<file path="config.mk">
export PLATFORM = sky130hd
export DESIGN_NAME = pe_arb_seq_flat
export DESIGN_NICKNAME = d
export VERILOG_FILES = /design/src/rtl/pe_arb_seq_if.sv /design/src/rtl/pe_arb_seq.sv /design/src/flat_wrapper.sv
export SDC_FILE = /design/constraint.sdc
export NUM_CORES = 1
export LEC_CHECK = 0
export ABC_CLOCK_PERIOD_IN_PS = 9900
export BUFFER_PORTS_ARGS = -buffer_cell sky130_fd_sc_hd__buf_4
export CORE_MARGIN = 3
export CORE_UTILIZATION = 55
export DETAILED_ROUTE_END_ITERATION = 8
export PLACE_DENSITY = 0.76
export SLEW_MARGIN = 20
export SYNTH_ARGS = -nofsm -noshare
export SYNTH_HDL_FRONTEND = slang
export SYNTH_SLANG_ARGS = --single-unit
</file>
<file path="constraint.sdc">
create_clock -name clk -period 9.9 [get_ports clk]
set_input_delay 0.99 -clock clk [delete_from_list [all_inputs] [get_ports clk]]
set_output_delay 0.99 -clock clk [all_outputs]
set_load 0.03 [all_outputs]
</file>
<file path="src/rtl/pe_arb_seq_if.sv">
// Handshake bundle between the pending-request arbiter and its environment.
// Carries cnt_clr/coal_cnt only when PE_ARB_COALESCE_CNT_EN is defined.
interface pe_arb_seq_if #(
  parameter int N = 16
);
  localparam int W = $clog2(N);

  logic [N-1:0] req;
  logic         mode;
  logic         out_ready;
  logic         out_valid;
  logic [W-1:0] out_idx;
  logic [N-1:0] pend;
  logic         busy;
`ifdef PE_ARB_COALESCE_CNT_EN
  logic         cnt_clr;
  logic [15:0]  coal_cnt;
`endif

  modport slave (
    input  req, mode, out_ready,
`ifdef PE_ARB_COALESCE_CNT_EN
    input  cnt_clr,
    output coal_cnt,
`endif
    output out_valid, out_idx, pend, busy
  );

  modport master (
    output req, mode, out_ready,
`ifdef PE_ARB_COALESCE_CNT_EN
    output cnt_clr,
    input  coal_cnt,
`endif
    input  out_valid, out_idx, pend, busy
  );
endinterface

</file>
<file path="src/rtl/pe_arb_seq.sv">
// Registered request arbiter: sticky pending vector, fixed or round-robin pick, valid/ready output.
// Optional coalesced-request counter enabled by PE_ARB_COALESCE_CNT_EN.
module pe_arb_seq #(
  parameter  int N = 16,
  localparam int W = $clog2(N)
) (
  input  logic         clk,
  input  logic         rst_n,
  pe_arb_seq_if.slave  bus
);

  typedef enum logic {
    ST_IDLE,
    ST_PRESENT
  } state_e;

  state_e       state_q, state_d;
  logic [N-1:0] pend_q, pend_d;
  logic         busy_q, busy_d;
  logic [W-1:0] outIdx_q, outIdx_d;
  logic [W-1:0] ptr_q, ptr_d;

  logic         hs;
  logic [N-1:0] clrVec;
  logic [N-1:0] effVec;
  logic [W-1:0] searchBase;
  logic [W-1:0] candIdx;
  logic [W-1:0] sel;

  assign hs = (state_q == ST_PRESENT) && bus.out_ready;

  always_comb begin
    clrVec = '0;
    for (int i = 0; i < N; i++) begin
      if (hs && (outIdx_q == W'(i))) clrVec[i] = 1'b1;
    end
    effVec = (pend_q & ~clrVec) | bus.req;
  end

  // On a handshake the accepted index becomes the pointer this same edge, so search from it directly.
  always_comb begin
    searchBase = '0;
    candIdx    = '0;
    sel        = '0;
    if (bus.mode) searchBase = hs ? outIdx_q : ptr_q;
    for (int k = N; k >= 1; k--) begin
      candIdx = W'((int'(searchBase) + N - k) % N);
      if (effVec[candIdx]) sel = candIdx;
    end
  end

  always_comb begin
    state_d  = state_q;
    pend_d   = effVec;
    busy_d   = (effVec != '0);
    outIdx_d = outIdx_q;
    ptr_d    = ptr_q;
    if (hs) ptr_d = outIdx_q;
    case (state_q)
      ST_IDLE: begin
        if (effVec != '0) begin
          state_d  = ST_PRESENT;
          outIdx_d = sel;
        end
      end
      ST_PRESENT: begin
        if (hs) begin
          if (effVec != '0) begin
            outIdx_d = sel;
          end else begin
            state_d = ST_IDLE;
          end
        end
      end
      default: state_d = ST_IDLE;
    endcase
  end

  always_ff @(posedge clk or negedge rst_n) begin
    if (!rst_n) begin
      state_q  <= ST_IDLE;
      pend_q   <= '0;
      busy_q   <= 1'b0;
      outIdx_q <= '0;
      ptr_q    <= '0;
    end else begin
      state_q  <= state_d;
      pend_q   <= pend_d;
      busy_q   <= busy_d;
      outIdx_q <= outIdx_d;
      ptr_q    <= ptr_d;
    end
  end

  assign bus.out_valid = (state_q == ST_PRESENT);
  assign bus.out_idx   = outIdx_q;
  assign bus.pend      = pend_q;
  assign bus.busy      = busy_q;

`ifdef PE_ARB_COALESCE_CNT_EN
  logic [15:0]  coal_q, coal_d;
  logic [N-1:0] hitVec;
  logic [15:0]  coalInc;
  logic [16:0]  coalSum;

  // A request landing on a bit that stays pending this cycle is merged; count those merges.
  always_comb begin
    hitVec  = bus.req & pend_q & ~clrVec;
    coalInc = '0;
    for (int i = 0; i < N; i++) begin
      coalInc = coalInc + 16'(hitVec[i]);
    end
    coalSum = {1'b0, coal_q} + {1'b0, coalInc};
    if (bus.cnt_clr) begin
      coal_d = '0;
    end else if (coalSum[16]) begin
      coal_d = 16'hFFFF;
    end else begin
      coal_d = coalSum[15:0];
    end
  end

  always_ff @(posedge clk or negedge rst_n) begin
    if (!rst_n) begin
      coal_q <= '0;
    end else begin
      coal_q <= coal_d;
    end
  end

  assign bus.coal_cnt = coal_q;
`endif

endmodule

</file>
<file path="src/flat_wrapper.sv">
// flat-port wrapper written by rule: the top's interface ports become plain ports
module pe_arb_seq_flat 
#(
  parameter  int N = 16,
  localparam int W = $clog2(N)
)
  (clk, rst_n, bus_req, bus_mode, bus_out_ready, bus_out_valid, bus_out_idx, bus_pend, bus_busy);
  pe_arb_seq_if #(.N(N)) bus_i ();
  input  logic clk;
  input  logic rst_n;
  input wire logic [$bits(bus_i.req)-1:0] bus_req;
  input wire logic [$bits(bus_i.mode)-1:0] bus_mode;
  input wire logic [$bits(bus_i.out_ready)-1:0] bus_out_ready;
  output wire logic [$bits(bus_i.out_valid)-1:0] bus_out_valid;
  output wire logic [$bits(bus_i.out_idx)-1:0] bus_out_idx;
  output wire logic [$bits(bus_i.pend)-1:0] bus_pend;
  output wire logic [$bits(bus_i.busy)-1:0] bus_busy;
  assign bus_i.req = bus_req;
  assign bus_i.mode = bus_mode;
  assign bus_i.out_ready = bus_out_ready;
  assign bus_out_valid = bus_i.out_valid;
  assign bus_out_idx = bus_i.out_idx;
  assign bus_pend = bus_i.pend;
  assign bus_busy = bus_i.busy;
  pe_arb_seq #(.N(N)) u_core (.clk(clk), .rst_n(rst_n), .bus(bus_i));
endmodule
</file>
==> Word level (Yosys, flattened, before mapping) <==
Index checks and enable logic that the tools add are counted.
{ "op_classes": {"addsub": 17, "n_lt_le_gt_ge": 16, "n_eq_ne": 16, "muxes": 72, "n_bitwise": 4, "reduce_logical": 19} }
{ "ops": {"columns": ["op", "count"], "rows": [
  ["$lt 4x5->1 const B", 16],
  ["$mux 4", 20],
  ["$bmux 1 s4", 16],
  ["$mux 1", 34],
  ["$eq 4x4->1 const B", 8],
  ["$sub 4x4->4 const B", 8],
  ["$logic_and 1x1->1", 17],
  ["$and 16x16->16", 1],
  ["$eq 4x3->1 const B", 4],
  ["$not 16->16", 1],
  ["$or 16x16->16", 1],
  ["$reduce_bool 16->1", 1],
  ["$sub 4x3->4 const B", 4],
  ["$eq 4x2->1 const B", 2],
  ["$pmux 4 s2", 1],
  ["$sub 4x1->4 const B", 2],
  ["$sub 4x2->4 const B", 2],
  ["$add 4x1->4 const B", 1],
  ["$eq 4x1->1 const B", 1],
  ["$logic_not 4->1", 1],
  ["$ne 2x2->1 const B", 1],
  ["$pmux 1 s2", 1],
  ["$not 1->1", 1]
]} }
{ "totals": {"reg_bits": 26, "inputBits": 20, "out_inout_bits": 22} }

==> Longest topological paths before layout <==
Gate-level depths: netlist of run 1.
{ "logic_depth": {"depth_word": 27, "ltp_mapped": 16, "ltp_nobuf": 14} }

==> Least setup slack after synthesis of run 1 <==
OpenSTA, ideal clock, no wires.
{ "synth_path": {"path_type": "in2reg", "startpoint": "input bus_mode", "endpoint": "register u_core.outIdx_q[0] (netlist: u_core.bus.out_idx[0])", "arrival_time_ns": 4.355, "setup_slack_ns": 5.441, "path_stages": 16, "path_cell_list": "buf_2 > and4_1 > a31oi_4 > inv_2 > buf_2 > ha_1 > nand4_1 > o221ai_1 > a21oi_1 > mux2_2 > mux2i_1 > nor3b_2 > o21ai_1 > a2111oi_0 > nor2_1 > o311ai_1"} }
{ "synth_between": {"elab_chain_len": 24, "elab_cells_between_ends": 69, "classes_between": "add/sub: 17; mux: 52"} }
{ "synth_lines": {"columns": ["item", "line_no", "rtl"], "rows": [
  ["start, declared", "flat_wrapper.sv:12", "input wire logic [$bits(bus_i.mode)-1:0] bus_mode;"],
  ["$mux 4 *", "pe_arb_seq.sv:45", "if (bus.mode) searchBase = hs ? outIdx_q : ptr_q;"],
  ["$add 4x1->4 *", "pe_arb_seq.sv:47", "candIdx = W'((int'(searchBase) + N - k) % N);"],
  ["$sub 4x1->4", "pe_arb_seq.sv:47", null],
  ["$bmux 1 s4", "pe_arb_seq.sv:48", "if (effVec[candIdx]) sel = candIdx;"],
  ["$mux 1 (not written as such)", "pe_arb_seq.sv:48", null],
  ["$mux 4 (15 in series)", "pe_arb_seq.sv:48", null],
  ["$mux 4 *", "pe_arb_seq.sv:48", null],
  ["$mux 4 *", "pe_arb_seq.sv:61, pe_arb_seq.sv:68", null],
  ["$mux 4", "pe_arb_seq.sv:67", "if (hs) begin"],
  ["$pmux 4 s2 *", "pe_arb_seq.sv:59", "case (state_q)"],
  ["end signal, assigned", "pe_arb_seq.sv:90", "outIdx_q <= outIdx_d;"],
  ["end, declared", "pe_arb_seq.sv:20", "logic [W-1:0] outIdx_q, outIdx_d;"]
]} }
Every way passes the cells marked *; elsewhere a longest branch is shown, timed or not. The select of a mux whose other input is x is not followed.
A chain may end at the register's enable or synchronous reset.

==> Worst setup path after layout of run 1 <==
{ "layout_path": {"startpoint": "input bus_out_ready", "endpoint": "register u_core.outIdx_q[0] (netlist: u_core.bus.out_idx[0])"} }
{ "layout_between": {"elab_chain_len": 27, "elab_cells_between_ends": 108, "classes_between": "add/sub: 17; eq/ne: 1; mux: 69; bitwise: 3; reduce/logical: 18"} }
{ "layout_lines": {"columns": ["item", "line_no", "rtl"], "rows": [
  ["start, declared", "flat_wrapper.sv:13", "input wire logic [$bits(bus_i.out_ready)-1:0] bus_out_ready;"],
  ["$logic_and 1x1->1 *", "pe_arb_seq.sv:30", "assign hs = (state_q == ST_PRESENT) && bus.out_ready;"],
  ["parallel branches: the longest is 26 deep, another holds $add 4x1->4", null, null]
]} }
Mark *: on every way between the ends. The select of a mux whose other input is x is not followed.

==> out/metrics.sh, run 1 <==
YS_SEQ_ELEMENTS=26
CRITPATHMOSTFREQUENTCELL='sky130_fd_sc_hd__buf_4'
R2R-START='u_core.bus.out_idx[0]'
PRE_CTS_WS_PS=4610
GRT_MAX_DEGREE=27
FIRST_GLOBAL_VIAS=3532
CTS_MAX_PATH_BUFFERS=2
PWR_DENSITY_CELL_nW_PER_UM2=223
POST_DRT_WL_PER_CELL_UM=23.0
CP_DATA_ARRIVAL_TIME_PS=5340
DIE_AREA_UM2=7620
IO_BUFFERS=41
CLOCKROOTBUFFER='sky130_fd_sc_hd__clkbuf_8'
DRT_PRE_ANTENNA_ITERS=6
START_UTIL_PCT=58.9
MAPPEDNETLISTAREA_UM2=3630
CRIT_REQUIRED_PS=10110
DETAILROUTE.VIA_COUNT=3783
AREA_GROWTH_SYN_TO_LAYOUT_PCT=9.99
FIRST_PASS_GRT_WIRE_LENGTH_UM=19200
DETAIL_ROUTE.DRC_VIOLATIONS=0
GP_CONGESTION=1.03
POWER.SWITCHING_FRACTION_PCT=53.4
TIMING.CRITICAL_PATH.TO_TYPE='register'
LAYOUT_CELLS_SIZED_ABOVE_1_PCT=19.1
AVGVIACOUNTPERCELL=7.21
FRACTION_OF_THE_YOSYS_AREA_TAKEN_BY_SEQUENTIAL_CELLS_PCT=17.9
WORST_SLEW_MARGIN_REL_PCT=28.6
FIN_CRIT_SH_PCT=51.8
FP.COREAREA_UM2=6170
FIN_WS_PS=4770
STATUS='finished clean'
LAYOUT.CELLS.MOST_COMMON='sky130_fd_sc_hd__nor2_1'
SYNTH-WARNING-COUNT=0
CLK_TRANSITION_REPORTED_PATHS_PS=120
CTS_HOLD_REPAIR.BUFFERS=0
TRITONCTS='built'
P_CLK_SHARE_PCT=11.2
CTS.REPAIR_TIMING.SETUP_BUFFER_COUNT=0
POWER.SHARE.COMBINATIONAL_PCT=71.2
MAXCLOCKFREQUENCY_MHz=195
SYNTH-ASYNC-RESET-RATIO_PCT=100
ROUTED_WL_UM=12100
CP_CELL_SEQUENCE='buf_4 -> a21boi_1 -> o21ai_2 -> buf_4 -> ha_1 -> clkinv_1 -> mux4_2 -> mux2_2 -> mux2i_1 -> nor3b_2 -> o21ai_1 -> a2111oi_0 -> nor2_1 -> o311ai_1'
FIN_SKEW_PS=14.3
FLOORPLAN.IO_PINS=42
CLK-INSERTION-DELAY-LATE_PS=300
CRITPATHLAUNCH='bus_out_ready'
ENDPOINT='u_core.bus.out_idx[0]'
SYNTH.DISTINCT_CELLS=85
DIE_H_UM=87.3
TRITONCTS.NUM_BUFFERS=3
NUMBER_OF_CLOCK_SINKS=26
CRITICAL_PATH_PEAK_FANOUT=20
TIMING.CRITICAL_PATH.SLOWEST_CELL_DELAY_PS=660
INSTANCE_COUNT_OF_THE_MAPPED_NETLIST=420
RRSETUPSLACK_PS=4810
POWER.IR.VDD_WORST_V=0.000136
SYNTH_ENABLE_FLOP_CELLS=0
SYN-MEAN-INSTANCE-AREA_UM2=8.65
SLOWEST_STAGE='sky130_fd_sc_hd__ha_1'
DRT_ITER0_DRC=389
FINAL_MAX_SLEW_VIOLATION_COUNT=0
CELLLEAKAGEPOWER_nW=1.66
SETUP_TOTAL_NEGATIVE_SLACK_PS=0
POST_DP_CELL_AREA_UM2=3920
MIN-DELAY-PATH-CLASS='in -> async'
DIE_W_UM=87.3
CP-START-KIND='input port'
CAP_VIOLATIONS=0
SEQ_POWER_SHARE_PCT=17.6
TIMING.FINAL.CRIT_PERIOD_PS=5130
COUNT_OF_ANTENNA_DIODES_IN_THE_LAYOUT=0
FINAL-SETUP-VIOL-COUNT=0
FINALHOLDVIOLATIONS=0
POWER.SWITCHING_mW=0.476
CTSRESIZECOUNT=0
CTSHTREEMAXLEVEL=1
PLACE.DETAILED.HPWL_UM=9170
DESIGN.FINAL.NETS=478
POSTROUTEANTENNANETS=0
TIMING_WORST_SETUP_PATH_TYPE='in -> reg'
POSTSYNTH.TOPFLOPCELL='sky130_fd_sc_hd__dfrtp_1'
INTERNAL_POWER_mW=0.415
GRT_USE_TOTAL_PCT=32.7
FINAL_AREA_UM2=4000
TIMING.RR.END='u_core.bus.out_idx[0]'
TIMING.REG2REG.WORST_PATH_DEPTH=13
ANTENNA_FOUND_INITIAL=0
MAX_SLEW.WORST_PIN.SLEW_PS=1060
GLOBAL_ROUTE.OVERFLOW_TOTAL=0
STD_CELL_ROWS=28
GRT_SETUP_UNREPAIRED='false'
SYN_NETS=447
TOP_LIBRARY_CELLS_BY_USAGE_IN_THE_LAYOUT_FILL_AND_TAPS_ASIDE='sky130_fd_sc_hd__nor2_1 (48), sky130_fd_sc_hd__buf_4 (44), sky130_fd_sc_hd__mux2i_1 (28)'
-- registers in the layout, summed over array words and instances, names as in the netlist --
register / count
u_core.bus.out_valid: 1
u_core.bus.pend: 16
u_core.bus.out_idx: 4
u_core.bus.busy: 1
u_core.ptr_q: 4
-- critical path: cells and delay by family --
kind,cells,cell delay [ps]
compound gates,5,1320
mux,3,1060
buf+inv,3,880
fa+ha+maj,1,660
simple gates,2,410
-- Yosys cell counts (all sizes together), types with 11 or more instances --
master / instances / area share [%]
o21ai: 19 / 2.8
nand2: 28 / 3.0
nand3: 12 / 1.7
dfrtp: 26 / 18
a21o: 20 / 4.2
mux2i: 28 / 7.7
inv: 28 / 2.9
a21oi: 21 / 3.2
mux4: 16 / 11
nor2: 48 / 5.0
buf: 13 / 3.1
nor3: 11 / 1.5
-- metal layers --
layer | track usage [%] | up-vias | share of wire [%]
li1 | - | 1670 | -
met1 | 46.0 | 1854 | 42
met2 | 52.4 | 225 | 46
met3 | 4.64 | 34 | 9.7
met4 | 9.34 | 0 | 2.5
met5 | 0 | - | 0
-- kinds of logic (layout without fill, tap and decap cells) --
logic type                 Yosys count  in the layout  synth area share (%)
DFF                                 26             26                  17.9
muxes                               53             53                  21.4
adders and majority gates            7              7                  2.41
buffers and inverters               47             77                  6.65
AOI/OAI and AO/OA                  130            130                  27.6
xor gates and xnor gates             9              9                  3.10
and+or+nand+nor                    148            148                  21.0
-- final cells by class --
| cell class | instances | area (µm²) |
|---|---|---|
| repair buffers | 44 | 330 |
| clock buffers | 3 | 41.3 |
| fillers | 530 | 2170 |
| clock inverters | 1 | 30.0 |
| inverters | 29 | 109 |
| flip-flops and latches | 26 | 651 |
| well taps | 75 | 93.8 |
| multi-input cells | 347 | 2740 |
-- stage by stage --
step           instances  hold slack [ps]  power, mW  util, %
2_1_floorplan        420              539      0.623        -
3_3_place_gp         521              550      0.767     63.6
3_5_place_dp         521              556      0.774     63.6
4_1_cts              525              580      0.874     64.8
5_1_grt              525              593      0.946     64.8
6_report             525              580      0.891     64.8
-- worst min-delay path by stage --
stage	start	endpoint	slack (ps)	cells past startpoint
final	rst_n	u_core.bus.busy	580	1
after global routing	u_core.ptr_q[1]	u_core.ptr_q[1]	590	1
after CTS	u_core.ptr_q[1]	u_core.ptr_q[1]	580	1
after detailed placement	u_core.ptr_q[1]	u_core.ptr_q[1]	560	1
after floorplan	u_core.ptr_q[1]	u_core.ptr_q[1]	540	1
after global placement	u_core.ptr_q[1]	u_core.ptr_q[1]	550	1
-- power by group through the flow --
stage	Combinational (mW)	Clock (mW)	Sequential, mW
2_1_floorplan	0.450	0	0.173
3_3_place_gp	0.610	0	0.158
3_5_place_dp	0.614	0	0.159
4_1_cts	0.619	0.0980	0.157
5_1_grt	0.684	0.102	0.160
6_report	0.635	0.0996	0.157
No activity file was read; power rests on OpenSTA's default activity.
==> inputs of run 2 (changes only) <==
- ABC_CLOCK_PERIOD_IN_PS: 9900 -> 4200
- PLACE_DENSITY: 0.76 -> 0.79
- clock period: 9.9 -> 4.2 ns (I/O delays scaled with it)
==> out/metrics.sh, run 2 (synthesized netlist as in run 1, its figures left out) <==
CP-START-KIND='register'
IO_BUFFERS=41
FINALCOREUTILIZATION_PCT=67.3
DIE_W_UM=87.3
CLOCKROOTBUFFER='sky130_fd_sc_hd__clkbuf_8'
TRITONCTS='built'
FIRST_PASS_GRT_WIRE_LENGTH_UM=19800
TOP_LIBRARY_CELLS_BY_USAGE_IN_THE_LAYOUT_FILL_AND_TAPS_ASIDE='sky130_fd_sc_hd__buf_4 (67), sky130_fd_sc_hd__nor2_1 (48), sky130_fd_sc_hd__mux2i_1 (28)'
P_CLK_SHARE_PCT=8.2
FIN_WS_PS=302
LARGEST_REG_FLOPS=16
PRE_CTS_WS_PS=212
PLACE.DETAILED.HPWL_UM=9710
DRT_PRE_ANTENNA_ITERS=5
FIN_SKEW_PS=3.56
FINAL-SETUP-VIOL-COUNT=0
SETUP_TOTAL_NEGATIVE_SLACK_PS=0
AREA_GROWTH_SYN_TO_LAYOUT_PCT=14.3
FINALHOLDVIOLATIONS=0
CTS_MAX_PATH_BUFFERS=2
POWER.SWITCHING_FRACTION_PCT=52.7
PWR_DENSITY_CELL_nW_PER_UM2=518
CTSHTREEMAXLEVEL=1
AVGVIACOUNTPERCELL=6.94
POSTROUTEANTENNANETS=0
GRT_USE_TOTAL_PCT=33.6
GRT_MAX_DEGREE=27
LAYOUT.CELLS.MOST_COMMON='sky130_fd_sc_hd__buf_4'
DETAILROUTE.VIA_COUNT=3802
GLOBAL_ROUTE.OVERFLOW_TOTAL=0
CELLLEAKAGEPOWER_nW=1.76
POWER.SHARE.COMBINATIONAL_PCT=75.2
WORST_SLEW_MARGIN_REL_PCT=52.6
DRT_ITER0_DRC=407
DESIGN.FINAL.NETS=501
SEQ_POWER_SHARE_PCT=16.6
DETAIL_ROUTE.DRC_VIOLATIONS=0
CP_DATA_ARRIVAL_TIME_PS=4080
POST_DRT_WL_PER_CELL_UM=22.4
TRITONCTS.NUM_BUFFERS=3
TIMING.CRITICAL_PATH.TO_TYPE='register'
START_UTIL_PCT=58.9
FP.COREAREA_UM2=6170
DESIGN_POWER_TOTAL_mW=2.15
NUMBER_OF_CLOCK_SINKS=26
COUNT_OF_ANTENNA_DIODES_IN_THE_LAYOUT=0
FINAL_MAX_SLEW_VIOLATION_COUNT=0
ROUTED_WL_UM=12300
LAYOUT_CELLS_SIZED_ABOVE_1_PCT=23.3
FIN_CRIT_SH_PCT=92.8
ANTENNA_FOUND_INITIAL=0
DIE_H_UM=87.3
MIN-DELAY-PATH-CLASS='in -> async'
MAX_SLEW.WORST_PIN.SLEW_PS=692
STATUS='finished clean'
CAP_VIOLATIONS=0
GP_CONGESTION=1.04
STD_CELL_ROWS=28
INTERNAL_POWER_mW=1.02
FLOORPLAN.IO_PINS=42
CLK-INSERTION-DELAY-LATE_PS=280
POWER.IR.VDD_WORST_V=0.000385
TIMING.FINAL.CRIT_PERIOD_PS=3900
FIRST_GLOBAL_VIAS=3700
CRIT_REQUIRED_PS=4380
TIMING_WORST_SETUP_PATH_TYPE='reg -> reg'
GRT_SETUP_UNREPAIRED='false'
CLK_TRANSITION_REPORTED_PATHS_PS=100
DIE_AREA_UM2=7620
CTS.REPAIR_TIMING.SETUP_BUFFER_COUNT=0
CRITICAL_PATH_PEAK_FANOUT=18
POWER.SWITCHING_mW=1.13
MAXCLOCKFREQUENCY_MHz=257
## run 2: changes by cell type in the layout (fill, tap and decap cells not counted)
cell,before,now
sky130_fd_sc_hd__buf_4,44,67
sky130_fd_sc_hd__clkbuf_8,3,4
sky130_fd_sc_hd__bufinv_16,1,0
sky130_fd_sc_hd__dfrtp_1,26,25
sky130_fd_sc_hd__dfrtp_2,0,1
## run 2: path summary, 6_finish.rpt
| kind | from | end | slack (ps) | cells past startpoint |
|---|---|---|---|---|
| min in group clk | bus_out_ready | u_core.bus.out_valid | 570 | 3 |
| max in group asynchronous | rst_n | u_core.bus.out_valid | 3880 | 1 |
| max reg2reg | u_core.bus.out_valid | u_core.bus.out_idx[0] | 300 | 12 |
| max | u_core.bus.out_valid | u_core.bus.out_idx[0] | 300 | 12 |
| min reg2reg | u_core.ptr_q[1] | u_core.ptr_q[1] | 590 | 1 |
| min | rst_n | u_core.bus.pend[0] | 40 | 1 |
## run 2: area by class of cell
type | instances | area, µm²
clock buffers | 4 | 55.1
repair buffers | 67 | 503
fillers | 502 | 2010
flip-flops and latches | 26 | 652
inverters | 29 | 109
multi-input cells | 347 | 2740
well taps | 75 | 93.8
## run 2: worst max-delay path: stages (launching register included)
cell and delay (ps):
sky130_fd_sc_hd__dfrtp_2 520, sky130_fd_sc_hd__a21boi_1 360, sky130_fd_sc_hd__o21ai_2 100, sky130_fd_sc_hd__ha_1 310
sky130_fd_sc_hd__clkinv_1 260, sky130_fd_sc_hd__mux4_2 450, sky130_fd_sc_hd__mux2_2 300, sky130_fd_sc_hd__nand2_1 80
sky130_fd_sc_hd__and2_1 230, sky130_fd_sc_hd__nand2b_1 120, sky130_fd_sc_hd__or4_1 580, sky130_fd_sc_hd__o21bai_1 190
sky130_fd_sc_hd__o311ai_1 280
## run 2: power by group through the flow
stage | logic, mW | clock network [mW] | registers [mW]
3_3_place_gp | 1.57 | 0 | 0.357
4_1_cts | 1.58 | 0.177 | 0.354
2_1_floorplan | 1.06 | 0 | 0.409
3_5_place_dp | 1.57 | 0 | 0.359
6_report | 1.62 | 0.176 | 0.356
5_1_grt | 1.73 | 0.187 | 0.361
## run 2: per-stage QoR
stage / instance area (µm²) / hold WS, ps / std cells
after floorplan: 3630 / 124 / 420
after global placement: 4100 / 359 / 544
after detailed placement: 4100 / 361 / 544
after CTS: 4150 / 52.1 / 548
after global routing: 4150 / 59.0 / 548
final: 4150 / 37.2 / 548
## run 2: per-layer routing
| layer | up-vias | part of all wire, % | GRT usage, % | routed length (µm) |
|---|---|---|---|---|
| li1 | 1717 | - | - | - |
| met1 | 1820 | 42 | 46.8 | 5110 |
| met2 | 235 | 45 | 54.6 | 5590 |
| met3 | 30 | 11 | 5.96 | 1290 |
| met4 | 0 | 2.4 | 6.97 | 297 |
| met5 | - | 0 | 0 | 0 |
## run 2: timing repair
action,4_1_cts,5_1_grt
hold buffers,0,0
hold endpoints to repair,0,0
resized for setup,0,1
endpoints found under the setup margin,0,2
==> inputs of run 3 (changes only) <==
- CTS_BUF_LIST: unset -> sky130_fd_sc_hd__clkbuf_4
==> out/metrics.sh, run 3 (synthesized netlist as in run 1, its figures left out) <==
CTS.REPAIR_TIMING.SETUP_BUFFER_COUNT=0
CLK-INSERTION-DELAY-LATE_PS=340
GP_CONGESTION=1.04
DESIGN.FINAL.NETS=502
FINAL-SETUP-VIOL-COUNT=0
DETAILROUTE.WIRELENGTH.MET2_UM=5520
TRITONCTS.NUM_BUFFERS=3
SEQ_AREA_UM2=652
FIRST_PASS_GRT_WIRE_LENGTH_UM=19800
TIMING_WORST_SETUP_PATH_TYPE='reg -> reg'
NUMBER_OF_CLOCK_SINKS=26
PLACE.DETAILED.HPWL_UM=9710
START_UTIL_PCT=58.9
DRT_PRE_ANTENNA_ITERS=8
CP_DATA_ARRIVAL_TIME_PS=4140
STATUS='finished clean'
TRITONCTS='built'
MAX_SLEW.WORST_PIN.SLEW_PS=689
GRT_MAX_DEGREE=27
POST_DRT_WL_PER_CELL_UM=22.4
AREA_GROWTH_SYN_TO_LAYOUT_PCT=13.8
FINALHOLDVIOLATIONS=0
IO_BUFFERS=41
CAP_VIOLATIONS=0
PLACED_CELLS_INCL_TAPS=544
CLOCKROOTBUFFER='sky130_fd_sc_hd__clkbuf_4'
TOP_LIBRARY_CELLS_BY_USAGE_IN_THE_LAYOUT_FILL_AND_TAPS_ASIDE='sky130_fd_sc_hd__buf_4 (67), sky130_fd_sc_hd__nor2_1 (48), sky130_fd_sc_hd__mux2i_1 (28)'
DRT_ITER0_DRC=461
POWER.IR.VDD_WORST_V=0.000348
POSTROUTEANTENNANETS=0
CELLLEAKAGEPOWER_nW=1.76
DETAIL_ROUTE.DRC_VIOLATIONS=0
MIN-DELAY-PATH-CLASS='in -> reg'
LAYOUT.CELLS.MOST_COMMON='sky130_fd_sc_hd__buf_4'
PRE_CTS_WS_PS=212
SETUP_TOTAL_NEGATIVE_SLACK_PS=0
LARGEST_REG_FLOPS=16
CLK_TRANSITION_REPORTED_PATHS_PS=170
TIMING.CRITICAL_PATH.TO_TYPE='register'
AVGVIACOUNTPERCELL=6.96
FIN_CELLS=549
CTS_MAX_PATH_BUFFERS=2
WHS_PS=508
CRITICAL_PATH_PEAK_FANOUT=18
CP-START-KIND='register'
FIRST_GLOBAL_VIAS=3709
ROUTED_WL_UM=12300
MAXCLOCKFREQUENCY_MHz=257
FLOORPLAN.IO_PINS=42
FIN_SKEW_PS=7.15
PWR_DENSITY_CELL_nW_PER_UM2=508
CRIT_REQUIRED_PS=4450
FINAL_MAX_SLEW_VIOLATION_COUNT=0
DIE_W_UM=87.3
ROUTE.TOP_LAYER_USED='met4'
DETAILROUTE.VIA_COUNT=3821
MET3_LENGTH_UM=1360
ANTENNA_FOUND_INITIAL=0
GRT_SETUP_UNREPAIRED='false'
FIN_WS_PS=312
FIN_CRIT_SH_PCT=92.6
STD_CELL_ROWS=28
LAYOUT_CELLS_SIZED_ABOVE_1_PCT=23.0
NFILLCELLS=503
TIMING.FINAL.CRIT_PERIOD_PS=3890
DIE_AREA_UM2=7620
WL_MET1_UM=5040
FP.COREAREA_UM2=6170
DESIGN_POWER_TOTAL_mW=2.10
CTSHTREEMAXLEVEL=1
DIE_H_UM=87.3
WORST_SLEW_MARGIN_REL_PCT=52.7
MULTI_INPUT_AREA_UM2=2740
GLOBAL_ROUTE.OVERFLOW_TOTAL=0
GRT_USE_TOTAL_PCT=33.7
COUNT_OF_ANTENNA_DIODES_IN_THE_LAYOUT=0
[run 3: cell count changes in the layout (fill, tap and decap cells not counted), sizes merged]
cell	delta
clkbuf	-1
dlygate4sd3	+1
clkinv	+1
[run 3: worst paths after layout]
kind | startpoint | slack (ps) | endpoint | cells after the start
max | u_core.bus.out_valid | 310 | u_core.bus.out_idx[0] | 12
min | bus_out_ready | 510 | u_core.bus.out_valid | 3
max reg2reg | u_core.bus.out_valid | 310 | u_core.bus.out_idx[0] | 12
min reg2reg | u_core.ptr_q[1] | 610 | u_core.ptr_q[1] | 1
max in group asynchronous | rst_n | 3380 | u_core.bus.out_valid | 2
min in group asynchronous | rst_n | 530 | u_core.bus.pend[15] | 2
[run 3: metrics by stage]
step	instance area (µm²)	util (%)
after floorplan	3630	-
after global placement	4100	66.4
after detailed placement	4100	66.4
after CTS	4130	67.0
after global routing	4130	67.0
final	4130	67.0
[run 3: report_power, final]
group	switching (mW)	internal, mW
clock	0.0873	0.0350
sequential	0.0572	0.300
combinational	0.986	0.634
[run 3: repair_timing]
item | CTS | global route
hold buffers | 1 | 0
hold endpoints to repair | 26 | 0
endpoints found under the setup margin | 0 | 2
gates resized for setup | 0 | 1
[run 3: area by class of cell]
| type | count | area share (%) |
|---|---|---|
| Clock buffer | 3 | 0.545 |
| Clock inverter | 1 | 0.0908 |
| Inverter | 29 | 2.63 |
| Multi-Input combinational cell | 347 | 66.3 |
| Sequential cell | 26 | 15.8 |
| Tap cell | 75 | 2.27 |
| Timing Repair Buffer | 68 | 12.4 |
[run 3: layer usage]
layer / vias to the layer above / track usage, %
met5: - / 0
met4: 0 / 8.37
met3: 34 / 6.43
met2: 252 / 54.0
met1: 1809 / 46.8
li1: 1726 / -
[run 3: critical path, stage by stage (launching register included)]
cell and delay [ps]:
sky130_fd_sc_hd__dfrtp_2 540, sky130_fd_sc_hd__a21boi_1 370, sky130_fd_sc_hd__o21ai_2 100, sky130_fd_sc_hd__ha_1 310, sky130_fd_sc_hd__clkinv_1 260, sky130_fd_sc_hd__mux4_2 450
sky130_fd_sc_hd__mux2_2 300, sky130_fd_sc_hd__nand2_1 80, sky130_fd_sc_hd__and2_1 230, sky130_fd_sc_hd__nand2b_1 120, sky130_fd_sc_hd__or4_1 580, sky130_fd_sc_hd__o21bai_1 190
sky130_fd_sc_hd__o311ai_1 270
